--- config.mk ---
export PLATFORM = sky130hd
export DESIGN_NAME = mem_arb_mc
export DESIGN_NICKNAME = d
export VERILOG_FILES = /design/src/rtl/mem_pkg.sv /design/src/rtl/rr_arbiter.sv /design/src/rtl/mem_arb_mc.sv
export SDC_FILE = /design/constraint.sdc
export NUM_CORES = 1
export LEC_CHECK = 0
export ABC_CLOCK_PERIOD_IN_PS = 3300
export CORE_UTILIZATION = 60
export DETAILED_ROUTE_END_ITERATION = 8
export PLACE_DENSITY_LB_ADDON = 0.25
export SYNTH_ARGS = -nofsm -noshare
export SYNTH_HDL_FRONTEND = slang
export SYNTH_SLANG_ARGS = --single-unit
--- constraint.sdc ---
create_clock -name clk -period 3.3 [get_ports clk]
set_clock_uncertainty 0.15 [all_clocks]
set_input_delay 0.99 -clock clk [delete_from_list [all_inputs] [get_ports clk]]
set_output_delay 0.99 -clock clk [all_outputs]
set_load 0.005 [all_outputs]
--- src/rtl/mem_pkg.sv ---
// Shared types and constants for the arbitrated single-port memory controller.
package mem_pkg;

    typedef enum logic [1:0] {
        IDLE   = 2'd0,
        ACCESS = 2'd1,
        RESP   = 2'd2
    } state_e;

    localparam int unsigned RD_LAT_MIN = 1;
    localparam int unsigned RD_LAT_MAX = 4;
    localparam int unsigned CNT_W      = $clog2(RD_LAT_MAX);

endpackage

--- src/rtl/rr_arbiter.sv ---
// Round-robin request picker: first asserted req at or after ptr, wrapping.
module rr_arbiter #(
    parameter int unsigned NUM_CH = 2,
    parameter int unsigned PTR_W  = (NUM_CH > 1) ? $clog2(NUM_CH) : 1
) (
    input  logic [NUM_CH-1:0] req,
    input  logic [PTR_W-1:0]  ptr,
    output logic [PTR_W-1:0]  grant_idx,
    output logic              grant_vld
);

    logic [PTR_W-1:0] idx;

    always_comb begin
        grant_idx = '0;
        grant_vld = 1'b0;
        idx       = '0;
        for (int unsigned i = 0; i < NUM_CH; i++) begin
            idx = PTR_W'((32'(ptr) + i) % NUM_CH);
            if (!grant_vld && req[idx]) begin
                grant_vld = 1'b1;
                grant_idx = idx;
            end
        end
    end

endmodule

--- src/rtl/mem_arb_mc.sv ---
// Multi-channel memory controller: round-robin arbitration in front of a
// byte-maskable register-file memory, one transaction in flight at a time.
module mem_arb_mc
    import mem_pkg::*;
#(
    parameter int unsigned WIDTH      = 8,
    parameter int unsigned DEPTH      = 32,
    parameter int unsigned NUM_CH     = 2,
    parameter int unsigned ADDR_WIDTH = $clog2(DEPTH),
    parameter int unsigned RD_LAT     = 1
) (
    input  logic                         clk,
    input  logic                         rst,
    input  logic [NUM_CH-1:0]            valid,
    input  logic [NUM_CH-1:0]            wr_rd,
    input  logic [NUM_CH*ADDR_WIDTH-1:0] addr,
    input  logic [NUM_CH*WIDTH-1:0]      wdata,
    input  logic [NUM_CH*WIDTH/8-1:0]    wstrb,
    output logic [NUM_CH-1:0]            ready,
    output logic [NUM_CH*WIDTH-1:0]      rdata,
    output logic [NUM_CH-1:0]            err
);

    localparam int unsigned STRB_W = WIDTH / 8;
    localparam int unsigned PTR_W  = (NUM_CH > 1) ? $clog2(NUM_CH) : 1;

    state_e                state_q, state_d;
    logic [PTR_W-1:0]      ptr_q, gnt_q, grant_idx;
    logic                  grant_vld;
    logic [CNT_W-1:0]      cnt_q;
    logic                  wr_q;
    logic [ADDR_WIDTH-1:0] addr_q;
    logic [WIDTH-1:0]      wdata_q;
    logic [STRB_W-1:0]     wstrb_q;
    logic [WIDTH-1:0]      mem [DEPTH];

    logic                  oor_c, last_c, mem_we_c;
    logic [NUM_CH-1:0]     ready_d, err_d;
    logic [NUM_CH*WIDTH-1:0] rdata_d;

    rr_arbiter #(.NUM_CH(NUM_CH), .PTR_W(PTR_W)) u_arb (
        .req       (valid),
        .ptr       (ptr_q),
        .grant_idx (grant_idx),
        .grant_vld (grant_vld)
    );

    assign oor_c  = (32'(addr_q) >= DEPTH);
    assign last_c = (cnt_q == '0);

    always_ff @(posedge clk or negedge rst) begin
        if (!rst) state_q <= IDLE;
        else      state_q <= state_d;
    end

    always_comb begin
        state_d = state_q;
        unique case (state_q)
            IDLE:    if (grant_vld) state_d = ACCESS;
            ACCESS:  if (last_c)    state_d = RESP;
            RESP:    state_d = IDLE;
            default: state_d = IDLE;
        endcase
    end

    // Response values are computed on the last ACCESS cycle so the output
    // registers present them for exactly the RESP cycle.
    always_comb begin
        ready_d  = '0;
        err_d    = '0;
        rdata_d  = '0;
        mem_we_c = 1'b0;
        if (state_q == ACCESS && last_c) begin
            ready_d[gnt_q] = 1'b1;
            err_d[gnt_q]   = oor_c;
            if (!wr_q && !oor_c) rdata_d[32'(gnt_q)*WIDTH +: WIDTH] = mem[addr_q];
        end
        if (state_q == RESP && wr_q && !oor_c) mem_we_c = 1'b1;
    end

    always_ff @(posedge clk or negedge rst) begin
        if (!rst) begin
            ptr_q   <= '0;
            gnt_q   <= '0;
            cnt_q   <= '0;
            wr_q    <= 1'b0;
            addr_q  <= '0;
            wdata_q <= '0;
            wstrb_q <= '0;
            ready   <= '0;
            err     <= '0;
            rdata   <= '0;
        end else begin
            if (state_q == IDLE && grant_vld) begin
                gnt_q   <= grant_idx;
                wr_q    <= wr_rd[grant_idx];
                addr_q  <= addr[32'(grant_idx)*ADDR_WIDTH +: ADDR_WIDTH];
                wdata_q <= wdata[32'(grant_idx)*WIDTH +: WIDTH];
                wstrb_q <= wstrb[32'(grant_idx)*STRB_W +: STRB_W];
                cnt_q   <= CNT_W'(RD_LAT - 1);
            end else if (state_q == ACCESS && !last_c) begin
                cnt_q   <= cnt_q - CNT_W'(1);
            end
            if (state_q == RESP) begin
                ptr_q <= (32'(gnt_q) == NUM_CH - 1) ? '0 : gnt_q + PTR_W'(1);
            end
            ready <= ready_d;
            err   <= err_d;
            rdata <= rdata_d;
        end
    end

    // Byte-masked commit during RESP; reset clears the whole array.
    always_ff @(posedge clk or negedge rst) begin
        if (!rst) begin
            for (int unsigned i = 0; i < DEPTH; i++) mem[i] <= '0;
        end else if (mem_we_c) begin
            for (int unsigned b = 0; b < STRB_W; b++) begin
                if (wstrb_q[b]) mem[addr_q][b*8 +: 8] <= wdata_q[b*8 +: 8];
            end
        end
    end

endmodule

==> results.md, run 1 <==
* Top cells by area, synth: dfrtp_1, mux2_2, mux2i_1
* Residual DRC at 2
* # port buffers at 51
* CP arrival at 3160 ps
* Sum Neg Setup Slack at 0 ps
* Cells after DPL at 1271
* Starting Density at 61.5%
* CTS buffer count at 31
* Final worst setup slack at 400 ps
* Synth async-reset ratio at 100%
* Final cycle utilization of the critical path at 87.9%
* Area grow syn2layout at 13.3%
* Hold-fix buffers, CTS at 0
* First-pass GRT wire length at 49500 um
* Most frequent cell after synthesis: dfrtp_1
* Worst hold slack at 208 ps
* Most used flip-flop cell after synthesis: dfrtp_1
* CTS Sinks at 295
* Nets at 1059
* Clk buf depth at 3
* Fin area at 15300 um^2
* Pwr Total at 12.8 mW
* Vias in the first global route at 8369
* Chip width at 152 um
* Largest net degree at the start of global routing at 71
* Post-Synthesis Mean Instance Area at 13.8 um^2
* Max Clk Rate at 345 MHz
* Fin crit period at 2900 ps
* H-Tree Depth at 1
* Crit end category: flop
* Required time worst endpoint at 3560 ps
* Buf/Inv on CP at 2
* Fin util at 69.6%
* Cells after synthesis at 981
* CP startpoint kind: flop
* IO Pins at 54
* Run status: finished with violations
* Slew HR at 14.8%
* Clock Latency Late Sink at 560 ps
* Max cap viols at 0
* EDFF count, synth at 0
* HPWL Detailed at 21100 um
* Synthesis Warnings at 0
* Leakage dissipation at 7.65 nW
* Synthesized area at 13500 um^2
* Critical-path maximum fanout at 30
* Global route overflow at 0
* CTS tree: built
* Core Area at 22000 um^2
* HP Class: in -> async
* Vias at 8307
* Gr usage total at 27.8%
* WL/cell at 23.5 um
* Synth area leader: dfrtp_1
* Final GP Congestion at 0.891
* Max Transition Viols Final at 0
* Inserted Diodes at 0
* Crit-path leading delay family: flip-flops
* Yosys reg bits at 295
* Cell Chain, Critical Path: buf_4 -> mux2i_1 -> o22ai_1 -> nor4_1 -> buf_4 -> a21oi_1
* Max stage delay on crit path at 750 ps
* Failing checks: design-rule violations
* Top cell type's share of synthesized area at 54.7%
* Die ar. at 23100 um^2
* Detailed Routing Iterations Pass 1 at 7
* Post-Layout Cell Count at 1327
* Clk slew on worst S/H paths at 60 ps
* Final Setup Violations at 0
* Pwr per Cell Area at 840 nW/um^2
* Placement Setup Slack at 474 ps
* Fin. Hold Viols at 0
* Die height at 152 um
* Cell Area, Placed at 14300 um^2
* Worst-margin pin slew at 1280 ps
* Cell mode on critical path: buf_4
* RSZ-0062 raised after global routing: false
* Postcts setup bufs at 0
* Routed vias/inst at 6.26
* WS Path Type: reg -> reg
* Slowest stage cell, crit path: dfrtp_4
* Row cnt at 54
* Share of cells above drive strength 1 at 35.5%
* 1st-iter DRT viols at 621
* CTS resizes at 0
* Synth unique cells at 48
* Post-synth top cells: dfrtp_1, mux2_2, mux2i_1
* VDD IR max at 0.000594 V
* Initial antenna violation count at 0
* Register area share after synthesis at 54.7%
* Clk root buf: clkbuf_16
* DRT Wirelength at 31200 um
* Antenna Nets Post-Route at 0
==> cells in the final DEF (no fill, tap or decap), types with 3 or more instances in the layout <==
cell	count
dfrtp_1	294
mux2_2	255
mux2i_1	143
o22ai_1	64
clkdlybuf4s50_1	50
a21oi_1	31
clkbuf_16	31
buf_4	24
nor2_1	21
nor4_1	16
nor2_2	16
clkbuf_1	10
nor2_8	8
clkbuf_8	8
inv_1	5
nand4bb_1	5
buf_12	5
nand4b_1	4
or4b_1	4
nand3b_1	4
nand2_1	4
clkinv_2	4
nand3_2	3
==> routing by layer <==
metal  GRT usage, %  routed length, um  vias to the layer above
met5              0                  0                        -
met3           4.05               1760                       62
li1               -                  -                     3700
met2           42.3              14200                      236
met4           8.70                985                        0
met1           41.3              14300                     4309
==> flip-flops by register name, indices dropped and copies added, names as in the netlist <==
register / count
addr_q: 5
cnt_q: 2
gnt_q: 1
mem: 256
ptr_q: 1
rdata: 16
ready: 2
state_q: 2
wdata_q: 8
wr_q: 1
wstrb_q: 1
==> power by group <==
group	total [mW]	switching [mW]	internal, mW	leakage [nW]
registers	5.89	1.11	4.78	4.02
clock network	3.29	1.38	1.91	0.475
logic	3.66	1.85	1.81	3.15
==> cell type report <==
| cell class | instances | area (um^2) |
|---|---|---|
| clock buffers | 49 | 923 |
| clock inverters | 7 | 45.0 |
| fillers | 1521 | 6670 |
| inverters | 5 | 18.8 |
| multi-input cells | 611 | 5770 |
| flip-flops and latches | 295 | 7390 |
| well taps | 280 | 350 |
| repair buffers | 80 | 796 |
==> final timing paths <==
| check | from | end | slack [ps] | depth (start not counted) |
|---|---|---|---|---|
| max | addr_q[1] | rdata[9] | 400 | 6 |
| min | rst | state_q[0] | 210 | 1 |
| max reg2reg | addr_q[1] | rdata[9] | 400 | 6 |
| min reg2reg | gnt_q | ready[0] | 350 | 1 |
| max in group asynchronous | rst | mem[194] | 1980 | 2 |
| min in group clk | gnt_q | ready[0] | 350 | 1 |
==> logic make-up after synthesis <==
| group | count (synthesis) | synth area share [%] |
|---|---|---|
| mux | 399 | 32.0 |
| xor+xnor | 1 | 0.0649 |
| fa+ha+maj | 1 | 0.0927 |
| flops | 295 | 54.7 |
| simple gates | 109 | 6.25 |
| other cells | 1 | 0.0278 |
| buf+inv | 76 | 2.61 |
| compound gates | 99 | 4.29 |
(Power assumes the default switching activity.)
==> inputs of run 2 (changes only) <==
PLACE_DENSITY = 0.91   (was unset)
PLACE_DENSITY_LB_ADDON = unset   (was 0.25)
SKIP_LAST_GASP = 1   (was unset)
==> results.md, run 2 (synthesized netlist as in run 1, its figures left out) <==
* Run status: finished with violations
* Failing checks: design-rule violations
* Antenna Nets Post-Route at 0
* Placement Setup Slack at 609 ps
* CTS buffer count at 29
* HP Class: in -> async
* Worst-margin pin slew at 1350 ps
* Largest net degree at the start of global routing at 72
* Area grow syn2layout at 13.2%
* Max stage delay on crit path at 900 ps
* Postcts setup bufs at 0
* Power share of the sequential group at 46.4%
* RSZ-0062 raised after global routing: false
* R2r worst-path depth at 4
* Detailed Routing Iterations Pass 1 at 7
* Clock Latency Late Sink at 550 ps
* Slew HR at 10.2%
* Final worst setup slack at 622 ps
* First-pass GRT wire length at 52600 um
* Gate power share at 26.9%
* DRT Wirelength at 32700 um
* Fin crit period at 2680 ps
* WS Path Type: reg -> reg
* Clk slew on worst S/H paths at 60 ps
* Commonest non-fill, non-tap cell in the layout: dfrtp_1
* Final cycle utilization of the critical path at 81.1%
* Cells after DPL at 1263
* 1st-iter DRT viols at 855
* Required time worst endpoint at 3560 ps
* Max reg flops at 256
* Sum Neg Setup Slack at 0 ps
* Pint at 8.64 mW
* Die ar. at 23100 um^2
* Post-Layout Cell Count at 1316
* Cell Chain, Critical Path: nand4bb_1 -> o22ai_1 -> nor4_1 -> a21oi_1
* Chip width at 152 um
* Global route overflow at 0
* Max Clk Rate at 373 MHz
* Core Area at 22000 um^2
* Vias in the first global route at 9244
* Clk network pwr share at 26.6%
* Reg with most FFs: mem
* Max cap viols at 0
* Share of cells above drive strength 1 at 35.3%
* Final Setup Violations at 0
* Routed vias/inst at 6.50
* Clk root buf: clkbuf_16
* VDD IR max at 0.000681 V
* IO Pins at 54
* Fin area at 15300 um^2
* Sw frac at 33.9%
* Pwr per Cell Area at 856 nW/um^2
* Vias at 8557
* # port buffers at 51
* Reg-to-reg startpoint: addr_q[4]
* Fin. Hold Viols at 0
* WL/cell at 24.9 um
* Leakage dissipation at 7.64 nW
* Max Transition Viols Final at 0
* Die height at 152 um
* CP startpoint kind: flop
* Gr usage total at 29.3%
* HPWL Detailed at 20600 um
* Critical-path maximum fanout at 30
* Inserted Diodes at 0
* H-Tree Depth at 1
* Commonest cells after routing, fill and taps aside: dfrtp_1, mux2_2, mux2i_1
* Net Sw Power at 4.44 mW
* CTS Sinks at 295
* Setup slack, reg-to-reg at 620 ps
* Pwr Total at 13.1 mW
* Crit end category: flop
* Largest registers: mem (256), rdata (16), wdata_q (8)
* Reg-to-reg critical path endpoint: rdata[9]
* Final GP Congestion at 0.921
* Starting Density at 61.5%
* CTS tree: built
* Slowest stage cell, crit path: dfrtp_1
* Initial antenna violation count at 0
* Clk buf depth at 3
* Row cnt at 54
* Cell Area, Placed at 14300 um^2
* Hold-fix buffers, CTS at 0
* Residual DRC at 6
* CTS resizes at 0
* Nets at 1049
* CP arrival at 2930 ps
[run 2: area by class of cell]
type | instances | area [um^2]
clock buffer | 42 | 855
clock inverter | 11 | 161
tap | 280 | 350
inverter | 5 | 18.8
sequential | 295 | 7390
fill | 1425 | 6680
multi-input combinational | 611 | 5770
timing repair buffer | 72 | 736
[run 2: power groups by stage]
stage                     logic [mW]  registers (mW)  clock network (mW)
after CTS                       3.50            6.04                3.51
after global placement          3.29            5.93                   0
after detailed placement        3.43            6.05                   0
after floorplan                 2.99            5.29                   0
final                           3.52            6.07                3.48
after global routing            3.74            6.23                3.64
[run 2: metrics by stage]
stage / utilization (%) / hold slack, ps
2_1_floorplan: - / 292
3_3_place_gp: 65.0 / 311
3_5_place_dp: 65.0 / 325
4_1_cts: 69.6 / 281
5_1_grt: 69.6 / 302
6_report: 69.6 / 251
[run 2: per-layer routing]
layer,track usage [%],part of all wire (%)
met5,0,0
met4,11.5,3.7
met3,5.82,6.6
met2,46.2,47
met1,40.2,42
[run 2: worst max-delay path by stage]
stage                     end  startpoint  slack (ps)
finish               rdata[9]   addr_q[4]         620
global route         rdata[1]   addr_q[4]         480
CTS                  rdata[6]    rdata[6]         710
detailed placement  addr_q[4]    valid[0]         610
global placement    addr_q[4]    valid[0]         650
floorplan           addr_q[0]    valid[0]         900
[run 2: critical path, delay by kind of cell (launching register included)]
family	cells	cell delay (ps)
AOI/OAI and AO/OA	2	380
DFF	1	900
and+or+nand+nor	2	1100
==> inputs of run 3 (changes only) <==
ABC_CLOCK_PERIOD_IN_PS = 2400   (was 3300)
CORE_UTILIZATION = 55   (was 60)
PLACE_DENSITY = 0.88   (was 0.91)
clock period = 2.4 ns   (was 3.3 ns; I/O delays follow)
==> results.md, run 3 (synthesized netlist as in run 1, its figures left out) <==
* Final cycle utilization of the critical path at 99.9%
* Core Area at 23800 um^2
* Fin. Hold Viols at 0
* Vias in the first global route at 9273
* Nets at 1105
* Placement Setup Slack at 53.5 ps
* Share of cells above drive strength 1 at 39.1%
* Final worst setup slack at 2.39 ps
* CTS Sinks at 295
* VDD IR max at 0.00102 V
* Final GP Congestion at 0.933
* Slowest stage cell, crit path: or4bb_1
* Final Setup Violations at 0
* Commonest non-fill, non-tap cell in the layout: dfrtp_1
* Fin util at 67.2%
* Routed vias/inst at 6.21
* Buf/Inv on CP at 0
* Cell Chain, Critical Path: or4bb_1 -> o22ai_1 -> nor4_1 -> a21oi_1
* Crit-path leading delay family: simple AND/OR/NAND/NOR gates
* Fin crit period at 2400 ps
* Clock Latency Late Sink at 560 ps
* Chip width at 159 um
* Critical-path maximum fanout at 15
* Vias at 8775
* Row cnt at 56
* HP Class: reg -> reg
* Max stage delay on crit path at 720 ps
* WL/cell at 23.7 um
* IO Pins at 54
* Max cap viols at 0
* # port buffers at 51
* Largest net degree at the start of global routing at 59
* WS Path Type: reg -> reg
* Max reg flops at 256
* Clk buf depth at 3
* Die height at 159 um
* Area grow syn2layout at 18.2%
* Run status: complete, no violations
* Reg-to-reg startpoint: addr_q[0]
* Starting Density at 56.8%
* Crit end category: flop
* 1st-iter DRT viols at 717
* Residual DRC at 0
* Highest routed metal layer: met4
* WL met3 at 2250 um
* CTS buffer count at 30
* Metal2 WL at 16000 um
* Sum Neg Setup Slack at 0 ps
* DRT Wirelength at 33500 um
* Clk slew on worst S/H paths at 60 ps
* Worst-margin pin slew at 1390 ps
* Largest registers: mem (256), rdata (16), wdata_q (8)
* Commonest cells after routing, fill and taps aside: dfrtp_1, mux2_2, mux2i_1
* CP arrival at 2680 ps
* First-pass GRT wire length at 53500 um
* Hold Crit Start: gnt_q
* Crit path launch: addr_q[0]
* CP startpoint kind: flop
* H-Tree Depth at 1
* Pwr per Cell Area at 1180 nW/um^2
* Max Clk Rate at 417 MHz
* Detailed Routing Iterations Pass 1 at 5
* Gr usage total at 28.4%
* Global route overflow at 0
* CTS tree: built
* RSZ-0062 raised after global routing: false
* Initial antenna violation count at 1
* HPWL Detailed at 22200 um
* Antenna Nets Post-Route at 0
* Clk root buf: clkbuf_16
* Required time worst endpoint at 2680 ps
* Met1 WL at 14200 um
* Die ar. at 25200 um^2
* Max Transition Viols Final at 0
* Slew HR at 7.13%
* Leakage dissipation at 7.98 nW
* Reg with most FFs: mem
* Inserted Diodes at 0
-- run 3: changes by cell type in the layout (fill, tap and decap cells not counted), moves of 2 or more --
cell / previous run / this run
buf_4: 16 / 62
buf_12: 5 / 12
clkbuf_8: 8 / 3
clkinv_2: 5 / 9
bufinv_16: 4 / 7
clkbuf_16: 29 / 31
nor2_2: 16 / 14
nor2_4: 0 / 2
nor4_1: 16 / 14
nor4_2: 0 / 2
-- run 3: cell type report --
| cell class | count | area (um^2) |
|---|---|---|
| clock buffers | 38 | 832 |
| clock inverters | 17 | 263 |
| fillers | 1561 | 7790 |
| inverters | 5 | 18.8 |
| multi-input cells | 611 | 5800 |
| flip-flops and latches | 295 | 7390 |
| well taps | 319 | 399 |
| repair buffers | 127 | 1260 |
-- run 3: stage by stage --
| step | cells | hold slack (ps) | power, mW | area, um^2 |
|---|---|---|---|---|
| final | 1412 | 331 | 18.9 | 16000 |
| after global routing | 1412 | 364 | 19.7 | 16000 |
| after CTS | 1410 | 325 | 18.8 | 15900 |
| after detailed placement | 1354 | 323 | 13.5 | 14800 |
| after global placement | 1354 | 322 | 13.2 | 14800 |
| after floorplan | 982 | 274 | 11.4 | 13500 |
-- run 3: report_power, final --
group	switching, mW	internal, mW	total, mW
logic	2.90	2.84	5.74
registers	1.44	6.58	8.01
clock network	1.93	3.19	5.12
total	6.26	12.6	18.9
-- run 3: worst paths after layout --
check | slack (ps) | cells past startpoint | to
max | 2 | 4 | rdata[15]
min | 330 | 1 | ready[0]
max reg2reg | 2 | 4 | rdata[15]
min reg2reg | 330 | 1 | ready[0]
max in group asynchronous | 920 | 3 | mem[141]
min in group asynchronous | 520 | 2 | mem[114]
-- run 3: per-layer routing --
| metal | GRT usage, % | vias to the layer above |
|---|---|---|
| li1 | - | 3770 |
| met1 | 39.4 | 4564 |
| met2 | 45.6 | 361 |
| met3 | 4.49 | 80 |
| met4 | 9.94 | 0 |
| met5 | 0 | - |
-- run 3: timing repair --
action | 4_1_cts | 5_1_grt
buffers inserted | 0 | 2
gates resized for setup | 0 | 7
hold buffers | 1 | 0
setup endpoints to repair | 0 | 25
hold endpoints to repair | 31 | 0
